[src/rtl/wb_regfile_writeback.sv]
// wb_regfile_writeback: write-back stage and 8 x 16-bit architectural register file.
// Selects the write-back value from the MEM/WB register and commits it to the file.
// It also serves two decode read ports and holds a one-entry history of the last
// commit for EX forwarding. A wrapping retire counter and a sticky protocol-error
// flag are kept alongside.
//
// Configuration macro: WB_BYPASS_EN. When it is defined, a read of the register being
// committed this cycle returns wb_data in the same cycle (write-through).
//
// Ports:
//   clock, reset                  clock; synchronous active-high reset
//   wb_fwd_reg  [2:0]             destination register index
//   wb_lb_const [7:0]             load-byte constant
//   wb_mem_out, wb_alu_out [15:0] memory / ALU results
//   wb_memtoreg [1:0]             source select (00 alu, 01 mem, 10 lo byte, 11 hi byte)
//   wb_regwrite, wb_mem_read      write request / instruction read memory
//   rd_addr_a/b, rd_data_a/b      decode read ports (data combinational)
//   wb_data, wb_commit            selected value / commit strobe (combinational)
//   hist_valid/reg/data           last committed write (registered)
//   retire_cnt [15:0]             committed-write count, wraps
//   proto_err                     sticky: mem-sourced write without a memory read
module wb_regfile_writeback #(
    parameter int NREGS = 8,
    parameter int DW    = 16
) (
    input  logic          clock,
    input  logic          reset,
    input  logic [2:0]    wb_fwd_reg,
    input  logic [7:0]    wb_lb_const,
    input  logic [DW-1:0] wb_mem_out,
    input  logic [DW-1:0] wb_alu_out,
    input  logic [1:0]    wb_memtoreg,
    input  logic          wb_regwrite,
    input  logic          wb_mem_read,
    input  logic [2:0]    rd_addr_a,
    input  logic [2:0]    rd_addr_b,
    output logic [DW-1:0] rd_data_a,
    output logic [DW-1:0] rd_data_b,
    output logic [DW-1:0] wb_data,
    output logic          wb_commit,
    output logic          hist_valid,
    output logic [2:0]    hist_reg,
    output logic [DW-1:0] hist_data,
    output logic [15:0]   retire_cnt,
    output logic          proto_err
);

    localparam int unsigned CW = 16;

    logic [DW-1:0] r_regs [NREGS];
    logic          r_hist_valid;
    logic [2:0]    r_hist_reg;
    logic [DW-1:0] r_hist_data;
    logic [CW-1:0] r_retire_cnt;
    logic          r_proto_err;

    logic [7:0]    w_cur_lo;
    logic          w_err;

    // Low byte of the destination before this edge, for the load-high merge
    assign w_cur_lo = r_regs[wb_fwd_reg][7:0];

    // A memory-sourced write from an instruction that never read memory is illegal
    assign w_err     = wb_regwrite & (wb_memtoreg == 2'b01) & ~wb_mem_read;
    assign wb_commit = wb_regwrite & (wb_fwd_reg != 3'd0) & ~w_err;

    // Write-back source select
    always_comb begin
        wb_data = wb_alu_out;
        case (wb_memtoreg)
            2'b00:   wb_data = wb_alu_out;
            2'b01:   wb_data = wb_mem_out;
            2'b10:   wb_data = DW'(wb_lb_const);
            default: wb_data = DW'({wb_lb_const, w_cur_lo});
        endcase
    end

    // Decode read ports; R0 is hard-wired to zero
    always_comb begin
        rd_data_a = r_regs[rd_addr_a];
        rd_data_b = r_regs[rd_addr_b];
`ifdef WB_BYPASS_EN
        if (wb_commit && (rd_addr_a == wb_fwd_reg)) rd_data_a = wb_data;
        if (wb_commit && (rd_addr_b == wb_fwd_reg)) rd_data_b = wb_data;
`endif
        if (rd_addr_a == 3'd0) rd_data_a = '0;
        if (rd_addr_b == 3'd0) rd_data_b = '0;
    end

    // Register file, history, retire counter and sticky error
    always_ff @(posedge clock) begin
        if (reset) begin
            for (int i = 0; i < NREGS; i++) r_regs[i] <= '0;
            r_hist_valid <= 1'b0;
            r_hist_reg   <= 3'd0;
            r_hist_data  <= '0;
            r_retire_cnt <= '0;
            r_proto_err  <= 1'b0;
        end else begin
            if (wb_commit) begin
                r_regs[wb_fwd_reg] <= wb_data;
                r_hist_reg         <= wb_fwd_reg;
                r_hist_data        <= wb_data;
                r_retire_cnt       <= r_retire_cnt + CW'(1);
            end
            r_hist_valid <= wb_commit;
            if (w_err) r_proto_err <= 1'b1;
        end
    end

    assign hist_valid = r_hist_valid;
    assign hist_reg   = r_hist_reg;
    assign hist_data  = r_hist_data;
    assign retire_cnt = r_retire_cnt;
    assign proto_err  = r_proto_err;

endmodule

[config.mk]
export PLATFORM = sky130hd
export DESIGN_NAME = wb_regfile_writeback
export DESIGN_NICKNAME = d
export VERILOG_FILES = /design/src/rtl/wb_regfile_writeback.sv
export SDC_FILE = /design/constraint.sdc
export NUM_CORES = 1
export LEC_CHECK = 0
export CORE_MARGIN = 2
export CORE_UTILIZATION = 34
export CTS_CLUSTER_DIAMETER = 80
export CTS_CLUSTER_SIZE = 8
export DETAILED_ROUTE_END_ITERATION = 7
export GPL_ROUTABILITY_DRIVEN = 0
export GPL_TIMING_DRIVEN = 0
export PLACE_DENSITY = 0.56
export SYNTH_ARGS = -nofsm -noshare
export SYNTH_HDL_FRONTEND = slang
export SYNTH_SLANG_ARGS = --single-unit
[constraint.sdc]
create_clock -name clock -period 8.8 [get_ports clock]
set_clock_uncertainty 0.2 [all_clocks]
set_input_delay 1.32 -clock clock [delete_from_list [all_inputs] [get_ports clock]]
set_output_delay 1.32 -clock clock [all_outputs]
set_load 0.1 [all_outputs]
==> flow_summary.json <==
{
  "placed_cell_area_um2": 10520,
  "ant_nets": 0,
  "hold_viol": 0,
  "drc": 0,
  "synth_top_area_cell": "edfxtp_1",
  "drt-total-wl_um": 28940,
  "synth_edf_count": 120,
  "clock_latency_ps": 430,
  "root_buffer": "clkbuf_16",
  "reg2reg_depth": 4,
  "worstMarginPinSlew_ps": 1083,
  "fill_cells": 2339,
  "post_synth.cell_area_avg_um2": 11.24,
  "critPathCaptureType": "output port",
  "ys_types": 62,
  "cts_tree": "yes",
  "antenna_found_initial": 0,
  "maxCapViolCount": 0,
  "dp_cells": 1248,
  "power_density_nw_per_um2": 198.5,
  "cts_buffers": 17,
  "rrSetupSlack_ps": 6480,
  "critPathRequiredTime_ps": 7280,
  "p_leak_nw": 4.006,
  "largest_register": "r_regs",
  "startpoint": "wb_fwd_reg[1]",
  "min_path_cells": 2,
  "core_um2": 25180,
  "clockBufferDepth": 2,
  "start_kind": "primary input",
  "io_buffer_count": 133,
  "cts_setup_buffers": 0,
  "hold_buffers": 0,
  "overflow": 0,
  "finalSetupViolations": 0,
  "yosys_warnings": 0,
  "max-slew-margin-rel_pct": 27.83,
  "critPathMaxFanout": 10,
  "fin_util_pct": 44.23,
  "via_per_inst": 5.478,
  "timing.rr.start": "r_regs[5][1]$_SDFFCE_PN0P_",
  "grt_max_degree": 17,
  "grt.total_usage_pct": 22.12,
  "syn_inst": 776,
  "num_vias": 7012,
  "outcome": "complete, no violations",
  "slew_violations": 0,
  "start_util_pct": 34.63,
  "io_pins": 141,
  "final_nets": 993,
  "synthTopCellsByArea": "edfxtp_1, mux4_2, dfxtp_1",
  "worstSetupPathType": "in -> out",
  "wl_per_cell_um": 22.61,
  "n_antenna_cell": 0,
  "synth_area_um2": 8721,
  "ff_latch_area_um2": 4344,
  "htree_levels": 4,
  "drive_gt1_share_pct": 19.16,
  "firstDrtPassIters": 7,
  "clkTransAtPathRegs_ps": 60,
  "grt_pass1_wl_um": 43790,
  "ys.flop_type": "edfxtp_1",
  "rsz0062_at_grt": "no",
  "chipWidth_um": 164.2,
  "dp_slack_ps": 2665,
  "max_clock_freq_ghz": 0.1607,
  "synth-seq-cells": 157,
  "min-delay-start": "hist_data[5]$_SDFFE_PP0P_",
  "fin_crit_sh_pct": 70.70,
  "cts_resized": 0,
  "fin_cells": 1280,
  "min_to": "hist_data[5]$_SDFFE_PP0P_",
  "rows": 58,
  "yosysSeqAreaShare_pct": 49.81,
  "die_area_um2": 26950,
  "netlist.area_leader.share_pct": 41.32,
  "rr_endpoint": "r_regs[3][1]$_SDFFCE_PN0P_",
  "finalCriticalPeriod_ps": 6222,
  "cts_num_sinks": 157,
  "synthArstFlopShare_pct": 0,
  "setup_ws_ps": 2578,
  "synthToLayoutAreaGrowth_pct": 27.72,
  "grt_pass1_vias": 6884,
  "cp.arrival_ps": 4700,
  "min_path_type": "reg -> reg",
  "drt_iter0_drc": 639,
  "dpl.hpwl_um": 21460,
  "multi_input_area_um2": 3943,
  "largest_reg_flops": 120,
  "tns_ps": 0,
  "final_cell_area_um2": 11140,
  "ir_drop_mv": 0.1248,
  "die_h_um": 164.2
}
==> through the flow <==
step	hold WS, ps	power (mW)
2_1_floorplan	563.8	1.266
3_3_place_gp	244.5	1.431
3_5_place_dp	246.0	1.434
4_1_cts	264.4	2.216
5_1_grt	288.1	2.275
6_report	261.1	2.210
==> logic make-up (layout without fill, tap and decap cells) <==
family                     Yosys count  after routing  share of synthesized area, %
adders and majority gates            1              1                        0.1434
other                                1              8                       0.04300
AOI/OAI and AO/OA                  154            154                         12.53
muxes                              103            103                         17.69
buffers and inverters              103            270                         5.366
xor gates and xnor gates             3              3                        0.3013
DFF                                157            157                         49.81
and+or+nand+nor                    254            254                         14.12
==> Yosys cell counts (6+ instances only) <==
| master | count |
|---|---|
| or4_1 | 6 |
| buf_2 | 29 |
| nor3_1 | 21 |
| edfxtp_1 | 120 |
| o21ai_0 | 29 |
| nor2b_1 | 13 |
| and2_1 | 8 |
| nor2_2 | 7 |
| a21oi_1 | 35 |
| clkbuf_1 | 23 |
| or3_1 | 6 |
| mux4_2 | 37 |
| mux2i_1 | 27 |
| nand2_1 | 36 |
| a211oi_1 | 9 |
| mux2_2 | 37 |
| o31ai_1 | 7 |
| dfxtp_1 | 37 |
| nand3_1 | 16 |
| a22oi_1 | 14 |
| inv_1 | 38 |
| nor2_1 | 116 |
| a21oi_2 | 8 |
| a221oi_1 | 21 |
==> routing by layer <==
metal	wire length, um	part of all wire, %	GRT usage, %
met1	12990	45	31.66
met2	13150	45	33.99
met4	452	1.6	6.100
met3	2345	8.1	4.596
met5	0	0	0
==> power by group <==
group / leakage (nW) / internal [mW] / total, mW / switching [mW]
clock: 0.298 / 0.476 / 0.792 / 0.315
combinational: 2.21 / 0.154 / 0.557 / 0.404
sequential: 1.50 / 0.837 / 0.861 / 0.0241
==> placed cells by master (no fill, tap or decap), types with 8 or more instances in the layout <==
cell type	instances
clkdlybuf4s50_1	133
edfxtp_1	120
nor2_1	116
inv_1	38
mux2_2	37
mux4_2	37
dfxtp_1	37
nand2_1	36
a21oi_1	35
buf_2	29
o21ai_0	29
mux2i_1	27
clkbuf_1	24
a221oi_1	21
nor3_1	21
clkbuf_16	17
nand3_1	16
a22oi_1	14
nor2b_1	13
a211oi_1	9
and2_1	8
a21oi_2	8
conb_1	8
==> cell type report <==
cell class / instances / share of cell area [%]
plain buffers: 62 / 2.820
clock buffers: 18 / 3.853
well taps: 330 / 3.707
repair buffers: 135 / 12.12
multi-input cells: 523 / 35.40
flip-flops and latches: 157 / 39.00
clock inverters: 14 / 1.719
inverters: 41 / 1.382
==> worst max path at each step <==
stage                                      end  slack [ps]
floorplan                         rd_data_a[0]        2880
global placement    r_regs[1][8]$_SDFFCE_PN0P_        2390
global route                        wb_data[1]        2540
detailed placement                  wb_data[1]        2660
finish                              wb_data[1]        2580
CTS                                 wb_data[1]        2670
==> critical path, cell delays in order <==
cell             delay [ps]
clkdlybuf4s50_1         690
buf_4                   280
buf_4                   250
mux2i_1                 380
o21ai_0                 210
o21ai_2                 500
inv_1                    80
clkdlybuf4s50_1         980
Power figures use the tool's default switching activity.
